**config.mk**
```make
export PLATFORM = sky130hd
export DESIGN_NAME = frec_div_ctrl
export DESIGN_NICKNAME = d
export VERILOG_FILES = /design/src/rtl/frec_div_ctrl.sv
export SDC_FILE = /design/constraint.sdc
export NUM_CORES = 1
export LEC_CHECK = 0
export BUFFER_PORTS_ARGS = -buffer_cell sky130_fd_sc_hd__buf_2
export CORE_ASPECT_RATIO = 0.5
export CORE_MARGIN = 1
export CORE_UTILIZATION = 47
export CTS_BUF_LIST = sky130_fd_sc_hd__clkbuf_4
export DETAILED_ROUTE_END_ITERATION = 10
export PLACE_DENSITY = 0.71
export SYNTH_ARGS = -nofsm -noshare
export SYNTH_HDL_FRONTEND = slang
export SYNTH_SLANG_ARGS = --single-unit
```
**constraint.sdc**
```tcl
create_clock -name clk_intput -period 3.5 [get_ports clk_intput]
set_input_delay 0.35 -clock clk_intput [delete_from_list [all_inputs] [get_ports clk_intput]]
set_output_delay 0.35 -clock clk_intput [all_outputs]
set_load 0.02 [all_outputs]
```
**src/rtl/frec_div_ctrl.sv**
```systemverilog
// Run/stop and reconfiguration controller around a half-period counter and toggle flop.
// New divisors are applied only at toggle boundaries, so the divided clock never produces a runt pulse.
module frec_div_ctrl #(
    parameter int CNT_W    = 27,
    parameter int DEF_HALF = 25000000,
    parameter int BURST_W  = 16
) (
    input  logic               clk_intput,
    input  logic               rst_n,
    input  logic               cfg_valid,
    output logic               cfg_ready,
    input  logic [CNT_W-1:0]   cfg_half,
    input  logic [BURST_W-1:0] cfg_burst,
    input  logic               start,
    input  logic               stop,
    output logic               clk_output,
    output logic               tick,
    output logic               busy,
    output logic               done,
    output logic [BURST_W-1:0] edges_left
);

    localparam logic [1:0] IDLE     = 2'd0;
    localparam logic [1:0] RUN      = 2'd1;
    localparam logic [1:0] STOPPING = 2'd2;

    logic [1:0]         state;
    logic [CNT_W-1:0]   count;
    logic [CNT_W-1:0]   active_half;
    logic [BURST_W-1:0] active_burst;
    logic               pend_valid;
    logic [CNT_W-1:0]   pend_half;
    logic [BURST_W-1:0] pend_burst;
    logic               burst_mode;

    logic               cfg_hs;
    logic [CNT_W-1:0]   half_in;
    logic [BURST_W-1:0] launch_burst;
    logic               at_end;
    logic               toggle;
    logic               rise;
    logic               fall;
    logic               stop_now;
    logic               finish;

    // A stop while low, or on the falling toggle itself, ends the run at once;
    // a stop while high must wait for the fall so the last high phase is full length.
    always_comb begin
        half_in      = (cfg_half == '0) ? CNT_W'(1) : cfg_half;
        cfg_ready    = (state == IDLE) || !pend_valid;
        cfg_hs       = cfg_valid && cfg_ready;
        busy         = (state != IDLE);
        launch_burst = cfg_hs ? cfg_burst : active_burst;
        at_end       = (count == active_half - CNT_W'(1));
        toggle       = busy && at_end;
        rise         = toggle && !clk_output;
        fall         = toggle && clk_output;
        stop_now     = (state == RUN) && stop && (!clk_output || fall);
        finish       = stop_now ||
                       (fall && ((state == STOPPING) || (burst_mode && (edges_left == '0))));
    end

    always_ff @(posedge clk_intput) begin
        if (!rst_n) begin
            state        <= IDLE;
            count        <= '0;
            active_half  <= CNT_W'(DEF_HALF);
            active_burst <= '0;
            pend_valid   <= 1'b0;
            pend_half    <= '0;
            pend_burst   <= '0;
            burst_mode   <= 1'b0;
            clk_output   <= 1'b0;
            tick         <= 1'b0;
            done         <= 1'b0;
            edges_left   <= '0;
        end else begin
            tick <= 1'b0;
            done <= 1'b0;
            if (state == IDLE) begin
                if (cfg_hs) begin
                    active_half  <= half_in;
                    active_burst <= cfg_burst;
                end
                if (start && !stop) begin
                    state      <= RUN;
                    count      <= '0;
                    clk_output <= 1'b0;
                    edges_left <= launch_burst;
                    burst_mode <= (launch_burst != '0);
                end
            end else if (finish) begin
                state      <= IDLE;
                done       <= 1'b1;
                count      <= '0;
                clk_output <= 1'b0;
                edges_left <= '0;
                burst_mode <= 1'b0;
                // A configuration still waiting for a boundary lands as we go idle.
                if (pend_valid) begin
                    active_half  <= pend_half;
                    active_burst <= pend_burst;
                    pend_valid   <= 1'b0;
                end else if (cfg_hs) begin
                    active_half  <= half_in;
                    active_burst <= cfg_burst;
                end
            end else begin
                if ((state == RUN) && stop && clk_output) begin
                    state <= STOPPING;
                end
                if (toggle) begin
                    count      <= '0;
                    clk_output <= !clk_output;
                    if (rise) begin
                        tick <= 1'b1;
                        if (burst_mode) begin
                            edges_left <= edges_left - BURST_W'(1);
                        end
                    end
                    if (pend_valid) begin
                        active_half  <= pend_half;
                        active_burst <= pend_burst;
                        pend_valid   <= 1'b0;
                    end
                end else begin
                    count <= count + CNT_W'(1);
                end
                if (cfg_hs) begin
                    pend_valid <= 1'b1;
                    pend_half  <= half_in;
                    pend_burst <= cfg_burst;
                end
            end
        end
    end

endmodule

```
Yosys cells after proc, flatten, opt, wreduce, memory -nomap -nowiden
Index checks and enable logic that the tools add are counted.

Register bits after elaboration: 136. Input port bits: 48. Output and inout bits: 21. Logic and storage cells: 100.

Add/sub/neg operators: 3. Equality and inequality tests: 4. Mux-type cells: 39. Bitwise gates (word level): 4. Reduce and logical (&&, ||, !) cells: 38.

Operators with widths (number): 27-bit 2-to-1 mux (11); 16-bit 2-to-1 mux (12); 27-bit by 1-bit adder with 27-bit output (second input constant) (1); 27-bit equality test (1); 27-bit logical NOT (1); 27-bit by 1-bit subtractor with 27-bit output (second input constant) (1); 3-bit nonzero test (6); 16-bit logical NOT (1); 16-bit nonzero test (1); 16-bit by 1-bit subtractor with 16-bit output (second input constant) (1); 1-bit 2-to-1 mux (12); 1-bit logical AND (10); 2-bit AND reduction (5); 2-bit 2-to-1 mux (4); 1-bit logical OR (4); 1-bit inverter (4); 4-bit AND reduction (1); 2-bit nonzero test (2); 4-bit OR reduction (1); 1-bit logical NOT (3); 3-bit AND reduction (1); 2-bit by 1-bit equality test with 1-bit output (second input constant) (1); 2-bit equality test (second input constant) (1); 2-bit logical NOT (1); 2 further kinds (2).

Logic depth before layout (Yosys ltp)
Depth after elaboration: 9. Gate-level depth with buffers: 15. Depth with buffers taken out: 12.

Worst setup path after synthesis
Ideal clock, no wire load.

Path type: flip-flop to flip-flop. From: reg active_half[0]. To: reg edges_left[10]. Setup time: 0.127 ns. Data arrival time: 2.989 ns. Path slack: 0.384 ns. Stages on the path, launching flop included: 14. Period minus slack after synthesis: 3.116 ns. Path through: dfxtp_1 -> or4_1 -> buf_2 -> or4_1 -> a21oi_1 -> o22ai_1 -> and4bb_4 -> and2_4 -> and3b_1 -> buf_4 -> buf_6 -> nor3_1 -> o311ai_1 -> o21ai_1.

Cells in the longest elaborated chain, start to end: 9.

Ends and longest elaborated chain: start, declared (line 29) `logic [CNT_W-1:0] active_half;`; start signal, assigned (line 67) `active_half <= CNT_W'(DEF_HALF);`; start signal, assigned (line 82) `active_half <= half_in;`; start signal, assigned (line 101) `active_half <= pend_half;`; 27-bit by 1-bit subtractor with 27-bit output * (line 54) `at_end = (count == active_half - CNT_W'(1));`; 27-bit equality test * (line 54); 1-bit logical AND * (line 55) `toggle = busy && at_end;`; 1-bit logical AND (line 57) `fall = toggle && clk_output;`; 1-bit logical OR (line 58) `stop_now = (state == RUN) && stop && (!clk_output || fall);`; 1-bit logical AND (line 58); 1-bit logical OR (line 59) `finish = stop_now ||`; 3-bit nonzero test (no source line) or 16-bit 2-to-1 mux (tied branches); 4-bit AND reduction (no source line) or 16-bit 2-to-1 mux (tied branches); end signal, assigned (line 89) `edges_left <= launch_burst;`; end signal, assigned (line 118) `edges_left <= edges_left - BURST_W'(1);`; end, declared (line 20) `output logic [BURST_W-1:0] edges_left`.

Every way passes the cells marked *; elsewhere a longest branch is shown, timed or not. A chain may end at the register's enable or synchronous reset.

Worst setup path after layout
From: reg active_half[2]. To: reg edges_left[0].

The elaborated chain is that of the path after synthesis.

==> summary.md <==
| Metric | Value |
|---|---|
| GP Congestion | `between 0.9 and 1` |
| Clock latency on the worst-skew pair | `roughly 0.56 ns` |
| TritonCTS sink count | `136` |
| Setup slack at placement | `-0.0941 ns` |
| Highest net fanout along the worst path | `7` |
| Area of the core | `approximately 16000 um2` |
| Worst path arrival time | `3.84 ns` |
| CTS Buffer Depth | `2` |
| Placement row count | `32` |
| Pleak | `roughly 3.2 nW` |
| Filler-free cell count of the finished design | `between 1000 and 1500` |
| Via count of the first global-routing pass | `a little over 7000` |
| Pin count of the biggest net entering global routing | `32` |
| Number of hold-slack violations in the final timing report | `0` |
| Count of final max-slew check failures | `0` |
| Crit path top cell by count | `buf_4` |
| Power per cell area | `425 nW/um2` |
| Yosys warns | `0` |
| Number of nets in the finished design | `around 1100` |
| Data required time at the worst endpoint | `around 4.0 ns` |
| Initial antenna violation count | `0` |
| Reg clk slew, reported paths | `0.14 ns` |
| Distinct cell type count after synthesis | `85` |
| Worst clock skew on the final layout | `roughly 0.04 ns` |
| Tot GR Track Use | `27.2%` |
| Largest area contributor in the netlist | `dfxtp_1` |
| Slew HR | `43.3%` |
| Number of flops mapped to enable cells by yosys | `0` |
| Total wire length | `22400 um` |
| Global-route congestion overflow total | `0` |
| Die outline width | `approximately 180 um` |
| Boundary Pins | `approximately 70` |
| Nature of the critical path endpoint | `register` |
| Final standard cell area without fillers | `approximately 8900 um2` |
| Synthesized flop and latch total | `between 100 and 150` |
| Post-route fraction of the period consumed by the critical path | `a little under 100%` |
| Peak supply drop | `0.230 mV` |
| Setup-violating endpoint count in the final report | `0` |
| Synth Flop Type | `dfxtp_1` |
| Synth top area share | `between 30% and 40%` |
| Wire length per cell | `around 18 um` |
| Status | `complete, no violations` |
| Fraction of the yosys area taken by sequential cells | `around 36%` |
| Worst Setup Slack, final | `roughly 0.12 ns` |
| Number of port buffers | `68` |
| Number of antenna repair diodes | `0` |
| Worst reg2reg setup slack | `around 0.12 ns` |
| Actual transition at the worst max-transition pin | `approximately 0.85 ns` |
| Final Critical Period | `about 3.4 ns` |
| Initial cell density of the core | `about 50%` |
| Max Freq | `around 0.30 GHz` |
| Tightest Hold Check Type | `in -> reg` |
| Post-detailed-placement cell area | `8390 um2` |
| Library cell used as clock root buffer | `clkbuf_4` |
| TritonCTS Buffers | `17` |
| Critical Setup Path Class | `reg -> reg` |
| Clock tree from TritonCTS | `done` |
| Instance count of the mapped netlist | `approximately 950` |
| Area growth, synth to finish | `17.3%` |
| Placed insts | `between 1000 and 1500` |
| Fraction of registers with async set/reset | `0%` |
| Max-capacitance violation count | `0` |
| Avg Cell Area, Syn | `~8 um2` |
| Post-detailed-route via-to-cell ratio | `6.02` |
| Drt pass-1 iters | `6` |
| Routed Antenna Nets | `0` |
| Maximum cell stage delay along the critical path | `approximately 0.64 ns` |
| Total Die Area | `16600 um2` |
| Estimated wirelength of the detail-placed design | `15900 um` |
| Layout cell share with drive strength beyond 1 | `roughly a fifth` |
| Die boundary height | `91.7 um` |
| Cell chain of the critical path | `buf_4, or4_1, nor4_4, buf_4, xnor2_1, and4_1, and4b_4, and2_4, nand3b_2, a31oi_4, buf_4, nor2_1, a211oi_1` |
| Htree depth | `4` |
| First-pass GRT wire length | `about 36000 um` |
| Violation count after the first detailed-route iteration | `approximately 780` |
| DRC violation count after routing | `0` |
| Crit path max-delay cell type | `or4_1` |
| Type of element launching the critical path | `register` |
| Number of nets produced by synthesis | `~1000` |
| Cell types occupying the most area after synthesis | `dfxtp_1 36%, nand2_1 7.3%, a21oi_1 5.6%` |
| Netlist area before placement | `approximately 7600 um2` |
| Detailed-route via count | `approximately 7600` |
## layer usage
layer | vias up | global-route usage [%] | share of wire [%]
met5 | - | 0 | 0
met4 | 0 | 8.26 | 1.3
met3 | 35 | 5.36 | 7.1
met2 | 295 | 42.5 | 44
met1 | 3601 | 37.8 | 47
li1 | 3639 | - | -
## what timing repair did
item | 4_1_cts | 5_1_grt
setup endpoints to repair | 13 | 112
hold buffers | 5 | 0
buffers inserted | 1 | 4
resized for setup | 2 | 18
gates cloned | 0 | 0
endpoints found under the hold margin | 5 | 0
pin swaps | 1 | 5
## cells in the final DEF, fill, tap and decap left out, types with 8 or more instances in the layout
| cell | count |
|---|---|
| nor3_1 | 34 |
| buf_2 | 68 |
| mux2i_1 | 30 |
| nor2b_1 | 9 |
| o21ai_1 | 28 |
| nand3_1 | 17 |
| buf_4 | 60 |
| and3_1 | 10 |
| a22oi_1 | 33 |
| o21ai_0 | 39 |
| a311oi_1 | 9 |
| mux2_2 | 13 |
| a21oi_1 | 84 |
| nor4_1 | 25 |
| nand2_1 | 147 |
| xnor2_1 | 26 |
| nand4_1 | 8 |
| inv_1 | 16 |
| dfxtp_1 | 136 |
| nor2_1 | 61 |
| xor2_1 | 21 |
| o22ai_1 | 9 |
| clkbuf_4 | 17 |
## worst max-delay path, delay by kind of cell, from the launching register on
family                 cells  cell delay, ns
AND/OR/NAND/NOR            7            1.84
AO/OA/AOI/OAI              2            0.49
buffers and inverters      3            0.52
XOR/XNOR                   1            0.10
flip-flops                 1            0.34
## power by group
group          switching (W)  total [W]  internal [W]
sequential         0.0000793    0.00171       0.00163
combinational       0.000526   0.000893      0.000367
clock               0.000657    0.00117      0.000510
## state kept, by name (all words and copies together) (netlist names)
signal	flops
edges_left	16
count	27
done	1
active_burst	16
pend_burst	16
state	2
active_half	27
pend_half	27
pend_valid	1
burst_mode	1
tick	1
clk_output	1
## final cells by class
class                           instances  area (um2)
Clock buffer                           17         128
Clock inverter                         15         188
Fill cell                            1435        6690
Inverter                               17        63.8
Multi-Input combinational cell        730        4580
Sequential cell                       136        2720
Tap cell                              204         255
Timing Repair Buffer                  138         941
## logic make-up (layout without fill, tap and decap cells)
logic type / Yosys count / in the layout / share of synthesized area, %
AO/OA/AOI/OAI: 265 / 265 / 22.6
XOR/XNOR: 47 / 47 / 5.44
adder cells (fa/ha/maj): 3 / 3 / 0.496
buffers and inverters: 79 / 187 / 4.69
flip-flops: 136 / 136 / 36.0
multiplexers: 43 / 43 / 5.90
AND/OR/NAND/NOR: 372 / 372 / 24.9
## final timing paths
kind                                startpoint             to  depth (start not counted)
worst max-delay path            active_half[2]  edges_left[0]                         13
worst min register to register   pend_half[15]  pend_half[15]                          2
worst max register to register  active_half[2]  edges_left[0]                         13
worst min-delay path               cfg_half[4]   pend_half[4]                          3
## per-stage QoR
stage                     TNS [ns]  hold WS, ns  utilization [%]  total power [W]
after floorplan                  0        0.436                -          0.00228
after global placement           0        0.441             53.9          0.00257
after detailed placement    -0.517        0.446             53.9          0.00258
after CTS                        0     0.000689             56.3          0.00376
after global routing       -0.0409       0.0212             57.0          0.00394
final                            0       0.0435             57.0          0.00377
## synth_stat cells, types with 5 or more instances
cell and number:
a21oi_1 85, xnor2_1 26, nand2b_1 5, nand3_1 17, buf_2 16, a311oi_1 9
mux2_2 13, o211ai_1 7, clkbuf_1 33, inv_1 16, or4_1 8, nor3_1 34
or3_1 7, a31oi_1 6, o22ai_1 9, and3_1 11, o21ai_1 27, a22oi_1 33
nor2_1 61, nand4_1 8, nand2_1 147, mux2i_1 30, nor2b_1 9, xor2_1 21
o21ai_0 40, nor4_1 27, dfxtp_1 136
No activity file was read; power rests on OpenSTA's default activity.
